$ cat config.mk
export PLATFORM = sky130hd
export DESIGN_NAME = mopshub_test_sequencer
export DESIGN_NICKNAME = d
export VERILOG_FILES = /design/src/rtl/mopshub_test_sequencer.sv
export SDC_FILE = /design/constraint.sdc
export NUM_CORES = 1
export LEC_CHECK = 0
export CORE_ASPECT_RATIO = 1.1
export CORE_MARGIN = 2
export CORE_UTILIZATION = 55
export DETAILED_ROUTE_END_ITERATION = 12
export GPL_TIMING_DRIVEN = 0
export PLACE_DENSITY = 0.86
export SYNTH_ARGS = -nofsm -noshare
export SYNTH_HDL_FRONTEND = slang
export SYNTH_SLANG_ARGS = --single-unit
$ cat constraint.sdc
create_clock -name clk -period 3.1 [get_ports clk]
set_clock_uncertainty 0.1 [all_clocks]
set_input_delay 0.775 -clock clk [delete_from_list [all_inputs] [get_ports clk]]
set_output_delay 0.775 -clock clk [all_outputs]
set_load 0.05 [all_outputs]
$ cat src/rtl/mopshub_test_sequencer.sv
// mopshub_test_sequencer: walks every active CAN bus through the enabled test
// phases (trim, rx, tx, custom) and handshakes with the generator's per-bus
// test engines. Per-bus pass flags, a failure count and a timeout flag are
// collected along the way.
//
// state  | meaning
// IDLE   | waiting for start
// SIGNON | waiting for hub sign-on
// REQ    | one-cycle request to the generator for (phase, bus_sel)
// WAIT   | waiting for ph_done or the per-bus timeout
// NEXT   | select next bus, or next phase / end-wait / finish
// ENDW   | one-cycle end-wait pulse after the rx phase
// GAP    | fixed idle gap before the phase that follows rx
// FIN    | completion pulse, then back to IDLE
module mopshub_test_sequencer #(
    parameter int N_BUSES    = 16,
    parameter int BUS_W      = 5,
    parameter int TIMEOUT    = 4096,
    parameter int GAP_CYCLES = 120
) (
    input  logic               clk,
    input  logic               rst,
    input  logic               start,
    input  logic               abort,
    input  logic [3:0]         mode_mask,
    input  logic [BUS_W-1:0]   n_buses,
    input  logic               sign_on,
    input  logic               ph_done,
    input  logic               ph_err,
    output logic               req,
    output logic [2:0]         phase,
    output logic [BUS_W-1:0]   bus_sel,
    output logic               endwait_all,
    output logic               busy,
    output logic               done,
    output logic [N_BUSES-1:0] pass_mask,
    output logic [7:0]         fail_cnt,
    output logic               timeout_flag
);

    localparam int CNT_MAX = (TIMEOUT > GAP_CYCLES) ? TIMEOUT : GAP_CYCLES;
    localparam int CNT_W   = $clog2(CNT_MAX + 1);
    localparam logic [2:0]       PH_RX = 3'd2;
    localparam logic [BUS_W-1:0] N_MAX = BUS_W'(N_BUSES);

    typedef enum logic [2:0] {
        S_IDLE, S_SIGNON, S_REQ, S_WAIT, S_NEXT, S_ENDW, S_GAP, S_FIN
    } state_t;

    state_t             state, state_nx;
    logic [2:0]         phase_q, phase_nx;
    logic [BUS_W-1:0]   bus_q, bus_nx;
    logic [BUS_W-1:0]   n_eff, n_eff_q;
    logic [3:0]         mask_q;
    logic [CNT_W-1:0]   cnt;
    logic [N_BUSES-1:0] pass_init, bus_hit;
    logic [2:0]         np;
    logic               fail_ev, to_ev;

    // Lowest enabled phase strictly above cur; 0 when none remains.
    function automatic logic [2:0] next_phase(input logic [2:0] cur, input logic [3:0] mask);
        logic [3:0] above;
        logic [3:0] cand;
        case (cur)
            3'd0:    above = 4'b1111;
            3'd1:    above = 4'b1110;
            3'd2:    above = 4'b1100;
            3'd3:    above = 4'b1000;
            default: above = 4'b0000;
        endcase
        cand = mask & above;
        if (cand[0])      return 3'd1;
        else if (cand[1]) return 3'd2;
        else if (cand[2]) return 3'd3;
        else if (cand[3]) return 3'd4;
        else              return 3'd0;
    endfunction

    // Zero or oversized bus counts mean "all buses".
    assign n_eff = (n_buses == '0 || n_buses > N_MAX) ? N_MAX : n_buses;

    for (genvar g = 0; g < N_BUSES; g++) begin : g_bus
        assign pass_init[g] = (BUS_W'(g) < n_eff);
        assign bus_hit[g]   = (bus_q == BUS_W'(g));
    end

    assign phase   = phase_q;
    assign bus_sel = bus_q;
    assign busy    = (state != S_IDLE) && (state != S_FIN);

    // State register.
    always_ff @(posedge clk or posedge rst) begin
        if (rst) state <= S_IDLE;
        else     state <= state_nx;
    end

    // Next state, phase/bus selection and pulse outputs; abort overrides all.
    always_comb begin
        state_nx    = state;
        phase_nx    = phase_q;
        bus_nx      = bus_q;
        req         = 1'b0;
        endwait_all = 1'b0;
        done        = 1'b0;
        fail_ev     = 1'b0;
        to_ev       = 1'b0;
        np          = next_phase(phase_q, mask_q);
        case (state)
            S_IDLE: if (start) state_nx = S_SIGNON;
            S_SIGNON: begin
                if (sign_on) begin
                    if (mask_q == 4'd0) begin
                        state_nx = S_FIN;
                    end else begin
                        state_nx = S_REQ;
                        phase_nx = next_phase(3'd0, mask_q);
                        bus_nx   = '0;
                    end
                end
            end
            S_REQ: begin
                req      = 1'b1;
                state_nx = S_WAIT;
            end
            S_WAIT: begin
                if (ph_done) begin
                    state_nx = S_NEXT;
                    fail_ev  = ph_err;
                end else if (cnt == '0) begin
                    state_nx = S_NEXT;
                    fail_ev  = 1'b1;
                    to_ev    = 1'b1;
                end
            end
            S_NEXT: begin
                if (bus_q < n_eff_q - BUS_W'(1)) begin
                    bus_nx   = bus_q + BUS_W'(1);
                    state_nx = S_REQ;
                end else if (phase_q == PH_RX) begin
                    state_nx = S_ENDW;
                end else if (np == 3'd0) begin
                    state_nx = S_FIN;
                    phase_nx = 3'd0;
                    bus_nx   = '0;
                end else begin
                    state_nx = S_REQ;
                    phase_nx = np;
                    bus_nx   = '0;
                end
            end
            S_ENDW: begin
                endwait_all = 1'b1;
                state_nx    = S_GAP;
            end
            S_GAP: begin
                if (cnt == '0) begin
                    bus_nx = '0;
                    if (np == 3'd0) begin
                        state_nx = S_FIN;
                        phase_nx = 3'd0;
                    end else begin
                        state_nx = S_REQ;
                        phase_nx = np;
                    end
                end
            end
            S_FIN: begin
                done     = 1'b1;
                state_nx = S_IDLE;
            end
            default: state_nx = S_IDLE;
        endcase
        if (abort && state != S_IDLE) begin
            state_nx    = S_IDLE;
            phase_nx    = 3'd0;
            bus_nx      = '0;
            req         = 1'b0;
            endwait_all = 1'b0;
            done        = 1'b0;
            fail_ev     = 1'b0;
            to_ev       = 1'b0;
        end
    end

    // Run configuration, shared timeout/gap down-counter and result capture.
    always_ff @(posedge clk or posedge rst) begin
        if (rst) begin
            phase_q      <= 3'd0;
            bus_q        <= '0;
            n_eff_q      <= '0;
            mask_q       <= 4'd0;
            cnt          <= '0;
            pass_mask    <= '0;
            fail_cnt     <= 8'd0;
            timeout_flag <= 1'b0;
        end else begin
            phase_q <= phase_nx;
            bus_q   <= bus_nx;
            if (state == S_IDLE && start) begin
                n_eff_q      <= n_eff;
                mask_q       <= mode_mask;
                pass_mask    <= pass_init;
                fail_cnt     <= 8'd0;
                timeout_flag <= 1'b0;
            end
            if (fail_ev) begin
                pass_mask <= pass_mask & ~bus_hit;
                if (fail_cnt != 8'hFF) fail_cnt <= fail_cnt + 8'd1;
            end
            if (to_ev) timeout_flag <= 1'b1;
            case (state)
                S_REQ:         cnt <= CNT_W'(TIMEOUT - 1);
                S_ENDW:        cnt <= CNT_W'(GAP_CYCLES - 1);
                S_WAIT, S_GAP: if (cnt != '0) cnt <= cnt - CNT_W'(1);
                default:       ;
            endcase
        end
    end

endmodule

==> summary.md <==
| Metric | Value |
|---|---|
| Run status | `finished clean` |
| Pwr/cell area | `908.0 nW/µm²` |
| Reg2reg path depth | `9` |
| Vias/cell | `6.156` |
| Required time worst endpoint | `3.26 ns` |
| Die area | `7099 µm²` |
| Sequential share of the synthesized area | `40.97%` |
| CTS max path bufs | `2` |
| EDFF count, synth | `0` |
| Largest net degree at the start of global routing | `44` |
| Synth Instances | `414` |
| Io pins | `53` |
| Worst hold path depth | `1` |
| Met3 Track Usage GR | `4.433%` |
| Hold Crit Endpoint | `pass_mask[7]$_DFFE_PP0P_` |
| M2 GR Usage | `46.21%` |
| Hold crit path type | `flop to flop` |
| RSZ-0062 raised after global routing | `false` |
| Hold Startpoint | `pass_mask[7]$_DFFE_PP0P_` |
| Post-layout util | `70.24%` |
| Drt first pass iters | `5` |
| R2R Path End | `pass_mask[13]$_DFFE_PP0P_` |
| Routed vias | `3441` |
| Leakage | `0.001848 µW` |
| Post-CTS setup buffer count | `0` |
| Tot GR Track Use | `29.21%` |
| Relative slew slack | `46.50%` |
| Crit Path Category | `input pin to flop` |
| Fmax achieved | `343.2 MHz` |
| Placeable Area | `6193 µm²` |
| Cell variety after synth | `56` |
| Design area | `4350 µm²` |
| Peak supply drop | `623.1 µV` |
| Synth Flop Type | `dfrtp_1` |
| Post-synth top area share | `40.97%` |
| Clk_lat worst skew | `0.34 ns` |
| Post-Synthesis Cell Area | `3542 µm²` |
| Height of the die | `88.17 µm` |
| RePlAce Congestion | `0.8949` |
| Sink Count | `58` |
| Total power | `3950 µW` |
| # diodes | `0` |
| Grt total ovfl | `0` |
| Antenna violations before repair | `0` |
| Post-synth top area cell | `dfrtp_1` |
| Post-route clock period utilization | `94.00%` |
| CTS buffer count | `9` |
| Effective utilization at floorplan | `57.19%` |
| First-pass GRT wire length | `15.73 mm` |
| WL/cell | `16.63 µm` |
| DRC viols | `0` |
| Worst Tran Pin Value | `0.7964 ns` |
| Commonest non-fill, non-tap cell in the layout | `dfrtp_1` |
| Max-cap violations | `0` |
| GR peak layer | `met2` |
| Std-Cell Rows | `30` |
| Vias in the first global route | `3360` |
| Number of synthesized register bits | `58` |
| I/O Buffers | `50` |
| Synth warn | `0` |
| Flop-to-flop setup slack | `0.24 ns` |
| Final WL | `9.294 mm` |
| CTS H-tree lvls | `3` |
| Root Driver | `clkbuf_8` |
| Crit end category | `flop` |
| Synthesized area per cell | `8.556 µm²` |
| Origin of the critical flop-to-flop path | `cnt[0]$_DFFE_PP0P_` |
| Iteration-0 DRC Markers | `279` |
| Proportion of synthesized flip-flops having asynchronous set or reset | `100.0%` |
| Routed Antenna Nets | `0` |
| Worst-path maximum fanout | `10` |
| Chip width | `80.52 µm` |
| Most frequent cells in the layout | `dfrtp_1 (58), nand2_1 (50), clkdlybuf4s50_1 (46), o21ai_0 (39), nor2_1 (34)` |
| Setup violators final | `0` |
| Resize count post-CTS | `5` |
| Post-synth net total | `443` |
| Fin crit period | `2.914 ns` |
| Worst-path clk slew | `0.06 ns` |
| Slew Viols, Final | `0` |
| Ranking of synthesized cells by area | `dfrtp_1 (41%), o21ai_0 (5.5%), nand2_1 (5.3%), ha_1 (4.6%), a21oi_1 (4.5%)` |
| Hold buffer count at cts | `0` |
| Dpl hpwl | `6.665 mm` |
| Fin. Hold Viols | `0` |
| Startpoint types | `input pin` |
| Post-Route Setup TNS | `0 ns` |
| DP Area | `4163 µm²` |
| Share of post-route cells with drive strength above 1 | `8.142%` |
| GR met1 Demand/Resource | `38.84%` |
| # nets final | `505` |
| Crit path DAT | `3.07 ns` |
| P&R area growth vs syn | `22.82%` |
| CP startpoint | `n_buses[1]` |
| CTS tree | `done` |
## critical path, cell delays in order
cell and delay, ns:
clkdlybuf4s50_1 0.54, nor2_1 0.28, nand2_1 0.10, ha_1 0.28, clkbuf_1 0.20, nor2b_1 0.26, nand2_1 0.14, o211ai_1 0.22
o21ai_0 0.11, a31oi_1 0.17
## cell families (layout without fill, tap and decap cells)
kind of cell | after synthesis | after routing | share of synthesized area [%]
xor+xnor | 7 | 7 | 1.731
fa+ha+maj | 14 | 14 | 4.875
buf+inv | 33 | 98 | 3.567
mux | 5 | 5 | 1.731
flops | 58 | 58 | 40.97
simple gates | 168 | 168 | 24.16
compound gates | 129 | 129 | 22.96
## registers in the layout, indices dropped and copies added, names as in the netlist
| signal | count |
|---|---|
| timeout_flag | 1 |
| state | 3 |
| bus_sel | 5 |
| n_eff_q | 5 |
| mask_q | 4 |
| fail_cnt | 8 |
| phase | 3 |
| pass_mask | 16 |
| cnt | 13 |
## cell usage after synthesis, types with 11 or more instances
| master | instances |
|---|---|
| clkbuf_1 | 18 |
| nor2_1 | 34 |
| and3_1 | 11 |
| dfrtp_1 | 58 |
| ha_1 | 13 |
| a21oi_1 | 32 |
| o21ai_0 | 39 |
| inv_1 | 12 |
| nand3_1 | 13 |
| nor3_1 | 13 |
| nand2_1 | 50 |
## through the flow
stage,hold WS [ns],std cells,setup slack [ns]
after floorplan,0.3679,414,0.02799
after global placement,0.3936,544,-0.2719
after detailed placement,0.3961,545,-0.08715
after CTS,0.4114,559,0.1856
after global routing,0.4306,559,0.04432
final,0.4089,559,0.1859
## routing by layer
metal / part of all wire, % / vias up
met1: 43 / 1631
li1: - / 1624
met5: 0 / -
met3: 6.6 / 32
met4: 3.6 / 0
met2: 47 / 154
## final cells by class
type / instances / area [µm²]
flip-flops and latches: 58 / 1451
plain buffers: 21 / 82.58
repair buffers: 51 / 515.5
inverters: 12 / 45.04
clock buffers: 11 / 151.4
multi-input cells: 323 / 1964
clock inverters: 3 / 40.04
fillers: 522 / 1843
well taps: 80 / 100.1
## where the power goes
part	leakage, µW	switching (µW)	internal (µW)
sequential	0.000703	220	992
clock	0.000101	302	403
combinational	0.00104	1300	731
total	0.00185	1820	2130
## how the worst max path moves through the flow
stage	endpoint	slack, ns	cells after the start
finish	pass_mask[12]$_DFFE_PP0P_	0.19	10
global route	pass_mask[13]$_DFFE_PP0P_	0.04	9
CTS	endwait_all	0.19	4
detailed placement	pass_mask[13]$_DFFE_PP0P_	-0.09	8
global placement	fail_cnt[4]$_DFF_PP0_	-0.27	2
floorplan	req	0.03	3
No activity file was read; power rests on OpenSTA's default activity.
